$ cat config.mk
export PLATFORM = sky130hd
export DESIGN_NAME = regfile_wb_arbiter
export DESIGN_NICKNAME = d
export VERILOG_FILES = /design/src/rtl/regfile_wb_arbiter_pkg.sv /design/src/rtl/regfile_wb_arbiter_wb_scoreboard.sv /design/src/rtl/regfile_wb_arbiter.sv
export SDC_FILE = /design/constraint.sdc
export NUM_CORES = 1
export LEC_CHECK = 0
export BUFFER_PORTS_ARGS = -buffer_cell sky130_fd_sc_hd__buf_4
export CAP_MARGIN = 15
export CORE_AREA = 8 8 135 137
export CTS_CLUSTER_DIAMETER = 50
export DETAILED_ROUTE_END_ITERATION = 7
export DIE_AREA = 0 0 143 145
export HOLD_SLACK_MARGIN = 0.05
export PLACE_DENSITY = 0.8
export SYNTH_ARGS = -nofsm -noshare
export SYNTH_HDL_FRONTEND = slang
export SYNTH_SLANG_ARGS = --single-unit
$ cat constraint.sdc
create_clock -name clk -period 3.82 [get_ports clk]
set_input_delay 0.191 -clock clk [delete_from_list [all_inputs] [get_ports clk]]
set_output_delay 0.191 -clock clk [all_outputs]
set_load 0.01 [all_outputs]
$ cat src/rtl/regfile_wb_arbiter_pkg.sv
// rtl/regfile_wb_arbiter_pkg.sv - shared types and defaults for the writeback arbiter
package regfile_wb_arbiter_pkg;

    localparam int DEF_ADDR_WIDTH = 5;
    localparam int DEF_DATA_WIDTH = 64;

    // Writeback request at the default widths.
    typedef struct packed {
        logic [DEF_ADDR_WIDTH-1:0] rd;
        logic [DEF_DATA_WIDTH-1:0] data;
    } wb_req_t;

    // Round-robin pointer: names the producer preferred on the next tie.
    typedef enum logic {
        PTR_A = 1'b0,
        PTR_B = 1'b1
    } arb_ptr_e;

endpackage

$ cat src/rtl/regfile_wb_arbiter_wb_scoreboard.sv
// rtl/regfile_wb_arbiter_wb_scoreboard.sv - pending-destination busy vector
//
// Purpose: one busy bit per architectural register. A set marks a register as
// awaiting a result; a clear releases it when its result is accepted.
// Ports:
//   clk, rst                 clock, asynchronous active-high reset
//   set_en, set_idx          mark set_idx busy (wins over a same-index clear)
//   clr_en, clr_idx          release clr_idx
//   rd_idx0..2 / busy0..2    combinational reads of the current vector
module wb_scoreboard #(
    parameter int ADDR_WIDTH = 5
) (
    input  logic                  clk,
    input  logic                  rst,
    input  logic                  set_en,
    input  logic [ADDR_WIDTH-1:0] set_idx,
    input  logic                  clr_en,
    input  logic [ADDR_WIDTH-1:0] clr_idx,
    input  logic [ADDR_WIDTH-1:0] rd_idx0,
    input  logic [ADDR_WIDTH-1:0] rd_idx1,
    input  logic [ADDR_WIDTH-1:0] rd_idx2,
    output logic                  busy0,
    output logic                  busy1,
    output logic                  busy2
);

    localparam int NREGS = 1 << ADDR_WIDTH;

    logic [NREGS-1:0] busy;
    logic [NREGS-1:0] busy_next;

    always_comb begin
        busy_next = busy;
        if (clr_en) begin
            busy_next[clr_idx] = 1'b0;
        end
        // Applied after the clear so a same-index set wins.
        if (set_en) begin
            busy_next[set_idx] = 1'b1;
        end
        // x0 is never pending.
        busy_next[0] = 1'b0;
    end

    always_ff @(posedge clk or posedge rst) begin
        if (rst) begin
            busy <= '0;
        end else begin
            busy <= busy_next;
        end
    end

    // Reads see the registered vector only; no bypass of a same-cycle set.
    assign busy0 = busy[rd_idx0];
    assign busy1 = busy[rd_idx1];
    assign busy2 = busy[rd_idx2];

endmodule

$ cat src/rtl/regfile_wb_arbiter.sv
// rtl/regfile_wb_arbiter.sv - round-robin writeback arbiter with scoreboard and forwarding
//
// Purpose: merges two execution producers onto the register file's single
// write port, tracks pending destinations for issue hazard checks, and
// forwards the registered in-flight write to the read side.
// Ports:
//   clk, rst                          clock, asynchronous active-high reset
//   iss_valid, iss_rd                 issue of an instruction writing iss_rd
//   rs1, rs2                          source indices read by issue
//   rs1_busy, rs2_busy, rd_busy       scoreboard bits for rs1/rs2/iss_rd
//   rs1_fwd_valid/data, rs2_fwd_*     in-flight write forwarded to rs1/rs2
//   a_valid/a_ready/a_rd/a_data       producer A (single-cycle ALU)
//   b_valid/b_ready/b_rd/b_data       producer B (multi-cycle LSU/MDU)
//   rf_wen, rf_waddr, rf_wdata        registered register file write port
module regfile_wb_arbiter
    import regfile_wb_arbiter_pkg::*;
#(
    parameter int ADDR_WIDTH = DEF_ADDR_WIDTH,
    parameter int DATA_WIDTH = DEF_DATA_WIDTH
) (
    input  logic                  clk,
    input  logic                  rst,
    input  logic                  iss_valid,
    input  logic [ADDR_WIDTH-1:0] iss_rd,
    input  logic [ADDR_WIDTH-1:0] rs1,
    input  logic [ADDR_WIDTH-1:0] rs2,
    output logic                  rs1_busy,
    output logic                  rs2_busy,
    output logic                  rd_busy,
    output logic                  rs1_fwd_valid,
    output logic                  rs2_fwd_valid,
    output logic [DATA_WIDTH-1:0] rs1_fwd_data,
    output logic [DATA_WIDTH-1:0] rs2_fwd_data,
    input  logic                  a_valid,
    output logic                  a_ready,
    input  logic [ADDR_WIDTH-1:0] a_rd,
    input  logic [DATA_WIDTH-1:0] a_data,
    input  logic                  b_valid,
    output logic                  b_ready,
    input  logic [ADDR_WIDTH-1:0] b_rd,
    input  logic [DATA_WIDTH-1:0] b_data,
    output logic                  rf_wen,
    output logic [ADDR_WIDTH-1:0] rf_waddr,
    output logic [DATA_WIDTH-1:0] rf_wdata
);

    arb_ptr_e              ptr;
    logic                  grant_a;
    logic                  grant_b;
    logic                  accept;
    logic [ADDR_WIDTH-1:0] sel_rd;
    logic [DATA_WIDTH-1:0] sel_data;

    // The write path never stalls, so a lone valid is always granted and a
    // tie goes to the producer named by the pointer.
    always_comb begin
        grant_a = a_valid && (!b_valid || (ptr == PTR_A));
        grant_b = b_valid && (!a_valid || (ptr == PTR_B));
    end

    assign a_ready  = grant_a;
    assign b_ready  = grant_b;
    assign accept   = grant_a || grant_b;
    assign sel_rd   = grant_b ? b_rd   : a_rd;
    assign sel_data = grant_b ? b_data : a_data;

    always_ff @(posedge clk or posedge rst) begin
        if (rst) begin
            ptr      <= PTR_A;
            rf_wen   <= 1'b0;
            rf_waddr <= '0;
            rf_wdata <= '0;
        end else begin
            // Only a contested grant moves the pointer, to the loser.
            if (a_valid && b_valid) begin
                ptr <= grant_a ? PTR_B : PTR_A;
            end
            // An accept to x0 completes the handshake but never writes.
            rf_wen <= accept && (sel_rd != '0);
            if (accept) begin
                rf_waddr <= sel_rd;
                rf_wdata <= sel_data;
            end
        end
    end

    wb_scoreboard #(
        .ADDR_WIDTH (ADDR_WIDTH)
    ) u_scoreboard (
        .clk     (clk),
        .rst     (rst),
        .set_en  (iss_valid),
        .set_idx (iss_rd),
        .clr_en  (accept),
        .clr_idx (sel_rd),
        .rd_idx0 (rs1),
        .rd_idx1 (rs2),
        .rd_idx2 (iss_rd),
        .busy0   (rs1_busy),
        .busy1   (rs2_busy),
        .busy2   (rd_busy)
    );

    // The busy bit drops at the accept edge but the register file only
    // captures one edge later; forwarding covers that gap.
    assign rs1_fwd_valid = rf_wen && (rf_waddr == rs1) && (rs1 != '0);
    assign rs2_fwd_valid = rf_wen && (rf_waddr == rs2) && (rs2 != '0);
    assign rs1_fwd_data  = rf_wdata;
    assign rs2_fwd_data  = rf_wdata;

endmodule

# Word-level counts from Yosys, hierarchy flattened
# Index checks and enable logic that the tools add are counted.
# word_totals
regBits,102
in_bits,158
out_inout_bits,205
word_cells,50
# classes
order_cmp,6
n_eq_ne,2
n_mux,15
bitwise,4
reduce_logical,18
# op_table
cell,n
2-to-1 mux 32 bit,2
2-to-1 mux 64 bit,1
AND 32 bit,1
inverter 32 bit,1
OR 32 bit,1
< comparator 5 x 6 -> 1 bit (second input constant),4
binary-select mux 1 bit (select 5 bit),3
nonzero test 5 bit,3
demux 1 bit (select 5 bit),2
== test 5 bit,2
greater-or-equal comparator 5 x 1 -> 1 bit (second input constant),2
logical AND 1 bit,10
2-to-1 mux 1 bit,6
2-to-1 mux 5 bit,1
logical OR 1 bit,3
logical NOT 1 bit,2
inverter 1 bit,1

# Longest topological paths before layout
# depth
word_depth,13
ltp_mapped,8
ltp_nobuf,6

# Cells and area by module
# Synthesis repeated with hierarchy kept, for this count alone.
# hier_totals
cells_unflattened,783
area_unflattened_um2,7332.0
# by_module_without_submodules
module,instances,cells_per_inst,area_each_um2,seq_area_each_um2
regfile_wb_arbiter,1,554,5137.4,1776.7
wb_scoreboard,1,229,2194.6,775.7

# Worst setup path after synthesis
# OpenSTA, ideal clock, no wires.
# synth_path
kind,in2out
start,input rs1[0]
end,output rs1_busy
arrival_time_ns,1.464
required_time_ns,3.629
setup_slack_ns,2.165
cell_stages,5
path_cell_list,buf_2 mux4_2 mux2i_1 nor3b_1 or3_1
# synth_between
elab_chain_len,2
# synth_rtl
item,line_no,source
start: declaration,regfile_wb_arbiter.sv:25,"input logic [ADDR_WIDTH-1:0] rs1,"
binary-select mux 1 bit (select 5 bit),regfile_wb_arbiter_wb_scoreboard.sv:54,assign busy0 = busy[rd_idx0];
2-to-1 mux 1 bit (implied by the code),regfile_wb_arbiter_wb_scoreboard.sv:54,
end: declaration,regfile_wb_arbiter.sv:27,"output logic rs1_busy,"
# No other way between the ends. The select of a mux whose other input is x is not followed.

# Final worst setup path
# layout_path
start,register u_scoreboard.busy[23]
end,output rs1_busy
# layout_between
elab_chain_len,2
# layout_rtl
item,line_no,source
start: declaration,regfile_wb_arbiter_wb_scoreboard.sv:29,logic [NREGS-1:0] busy;
start signal: assignment,regfile_wb_arbiter_wb_scoreboard.sv:49,busy <= busy_next;
binary-select mux 1 bit (select 5 bit),regfile_wb_arbiter_wb_scoreboard.sv:54,
2-to-1 mux 1 bit (implied by the code),regfile_wb_arbiter_wb_scoreboard.sv:54,
# No other way between the ends. The select of a mux whose other input is x is not followed.

==> flow_summary.yaml <==
status:
  outcome: "finished clean"
place:
  finalWeightedCongestion: 0.976
  post_dp_cell_area_sq_um: 8180
  post-dp-hpwl_um: 19500
  io_buffers: 362
clocking:
  cts_tree: "done"
  cts-resized-gates: 0
  postCtsSetupBuffers: 0
  cts_buffer_depth: 2
  clock_latency_ps: 340
  htree_levels: 3
  cts_num_sinks: 102
  cts.clk_slew.worst_paths_ps: 70
  cts_root_buffer: "clkbuf_16"
  cts_made_buffers: 9
  cts_hold_buf: 0
worst_setup_path:
  criticalPathCategory: "reg -> out"
  cp.required_ps: 3630
  worstSetupEndpointType: "output pin"
  startpoint_type: "register"
  slowest_stage: "mux4_2"
  r2r_slack_ps: 1720
  critPathMaxStageDelay_ps: 490
  critPathMaxFanout: 4
  crit_path_cell_trace: "mux4_2, mux2i_1, nor3b_1, or3_1, buf_4"
  crit_arrival_ps: 2050
layout:
  design_area_sq_um: 8490
  nNetsFinal: 1057
  fin_util: 0.525
  final_layout_size_suffix_gt1_frac: 0.450
  area_delta_synth_final_pct: 35.3
  nFillCells: 1485
global_route:
  grtUsageMet2: 0.379
  antenna_found_initial: 4
  grt_pass1_vias: 6353
  grt_pass1_wl_um: 36700
  grt_use_met3: 0.0571
  grt_usage: 0.227
  grt.busiest_layer: "met2"
  grtUsageMet1: 0.272
  grt_start_max_net_pins: 83
  gr-total-overflow: 0
die:
  rows: 47
  initial_core_util: 0.388
  core_sq_um: 16200
  dieArea_sq_um: 20700
  io_pins: 363
  die_h_um: 145
  die_w_um: 143
synth:
  async_flop_share: 1.00
  yosysUniqueCellTypes: 43
  ys_seq_elements: 102
  synth_top_cell_by_area: "dfrtp_1"
  ys.warnings.count: 0
  ys_top_cells_by_area: "dfrtp_1 41%, buf_4 15%, nor2_1 8.8%"
  synth_nets: 847
  synthCells: 689
  yosysMostFrequentCell: "nor2_1"
  synth-edff-count: 0
  syn_area_sq_um: 6270
  ys_top_cells_by_count: "147 x nor2_1, 128 x buf_4, 102 x dfrtp_1, 67 x o22ai_1, 33 x o21ai_0"
  ys.flop_type: "dfrtp_1"
  netlist.area_leader.share: 0.407
  syn_area_per_cell_sq_um: 9.11
  seq_area_frac_synth: 0.407
detailed_routing:
  vias_per_cell: 5.36
  vias: 6049
  drt-pass1-iter-count: 5
  post-route-drc-count: 0
  wl_per_cell_um: 21.8
  ant_nets: 0
  drt-initial-drc-count: 485
  routed_wl_um: 24600
timing:
  fmax_ghz: 0.446
  final.period_utilization: 0.587
  setup_viol: 0
  hold_slack_ps: 76.6
  clock_skew_ps: 6.84
  hold_viol: 0
  max_slew.worst_pin.slew_ps: 1020
  fin_crit_ps: 2240
  drv_slew: 0
  slew_headroom: 0.318
  rsz0062_at_grt: "false"
  timing.setup.tns_ps: 0
job:
  max-cap-violations: 0
pwr:
  power_density_nw_per_um2: 535
  total_power_mw: 4.54
  power_leakage_nw: 3.94
  ir_drop_mv: 0.275
min_path:
  hold_class: "in -> reg"
## through the flow
step,std cells,setup slack (ps)
after floorplan,689,954
after global placement,1108,1900
after detailed placement,1108,1790
after CTS,1124,1570
after global routing,1128,1480
final,1128,1580
## critical path, delay by kind of cell, from the launching register on
kind | cells | cell delay, ps
buffers and inverters | 1 | 170
muxes | 2 | 650
DFF | 1 | 410
and+or+nand+nor | 2 | 480
## sequential cells by signal, summed over array words and instances, names as in the netlist
name and count:
rf_wen 1, u_scoreboard.busy 31, ptr 1, rf_waddr 5
rf_wdata 64
## layout make-up
cell class | count | area, sq um | area share
diodes | 4 | 10.0 | 0.00118
clock buffers | 10 | 229 | 0.0270
clock inverters | 6 | 71.3 | 0.00840
inverters | 6 | 27.5 | 0.00324
multi-input cells | 414 | 2570 | 0.303
flip-flops and latches | 102 | 2550 | 0.301
well taps | 220 | 275 | 0.0324
repair buffers | 366 | 2750 | 0.324
## routing by layer
metal	up-vias	routed length, um	part of all wire
met3	46	2290	0.093
met1	2883	9570	0.39
met5	-	0	0
li1	2729	-	-
met2	391	11900	0.49
met4	0	796	0.032
## where the power goes
part           internal (mW)  switching (mW)
clock network          0.515           0.423
registers               1.35           0.387
logic                  0.966           0.902
total                   2.83            1.71
## layout by cell type (no fill, tap or decap), types with 2 or more instances in the layout
| cell | count |
|---|---|
| dfrtp_1 | 102 |
| nand2b_1 | 2 |
| or3b_2 | 2 |
| diode_2 | 4 |
| buf_4 | 366 |
| a31oi_1 | 3 |
| xnor2_1 | 3 |
| xor2_1 | 6 |
| a21oi_1 | 11 |
| o22ai_1 | 67 |
| nor2b_1 | 14 |
| nand4_1 | 3 |
| o31ai_1 | 31 |
| mux2i_1 | 23 |
| nor3b_1 | 2 |
| a22oi_1 | 4 |
| mux2_2 | 2 |
| nor2_1 | 147 |
| nor3_1 | 8 |
| inv_4 | 2 |
| nand2_1 | 6 |
| nand3_1 | 10 |
| or3_1 | 3 |
| clkinv_4 | 2 |
| a2111oi_0 | 3 |
| o21ai_0 | 33 |
| inv_1 | 3 |
| nand3b_1 | 6 |
| a32oi_1 | 2 |
| mux4_2 | 13 |
| clkbuf_16 | 9 |
## cells by family (layout without fill, tap and decap cells)
group | count (synthesis) | in the layout | synth area share
buffers and inverters | 173 | 388 | 0.184
AND/OR/NAND/NOR | 206 | 206 | 0.143
multiplexers | 40 | 40 | 0.0915
other | 0 | 4 | 0
AO/OA/AOI/OAI | 159 | 159 | 0.162
XOR/XNOR | 9 | 9 | 0.0126
flip-flops | 102 | 102 | 0.407
## worst paths after layout
path	startpoint	end	cells past startpoint
max in group asynchronous	rst	u_scoreboard.busy[19]	3
worst min-delay path	a_data[3]	rf_wdata[3]	3
worst min register to register	u_scoreboard.busy[17]	u_scoreboard.busy[17]	2
min in group asynchronous	rst	rf_wdata[42]	2
worst max-delay path	u_scoreboard.busy[23]	rs1_busy	5
worst max register to register	ptr	u_scoreboard.busy[13]	5
Note: power is estimated with default switching activity, not from simulation.
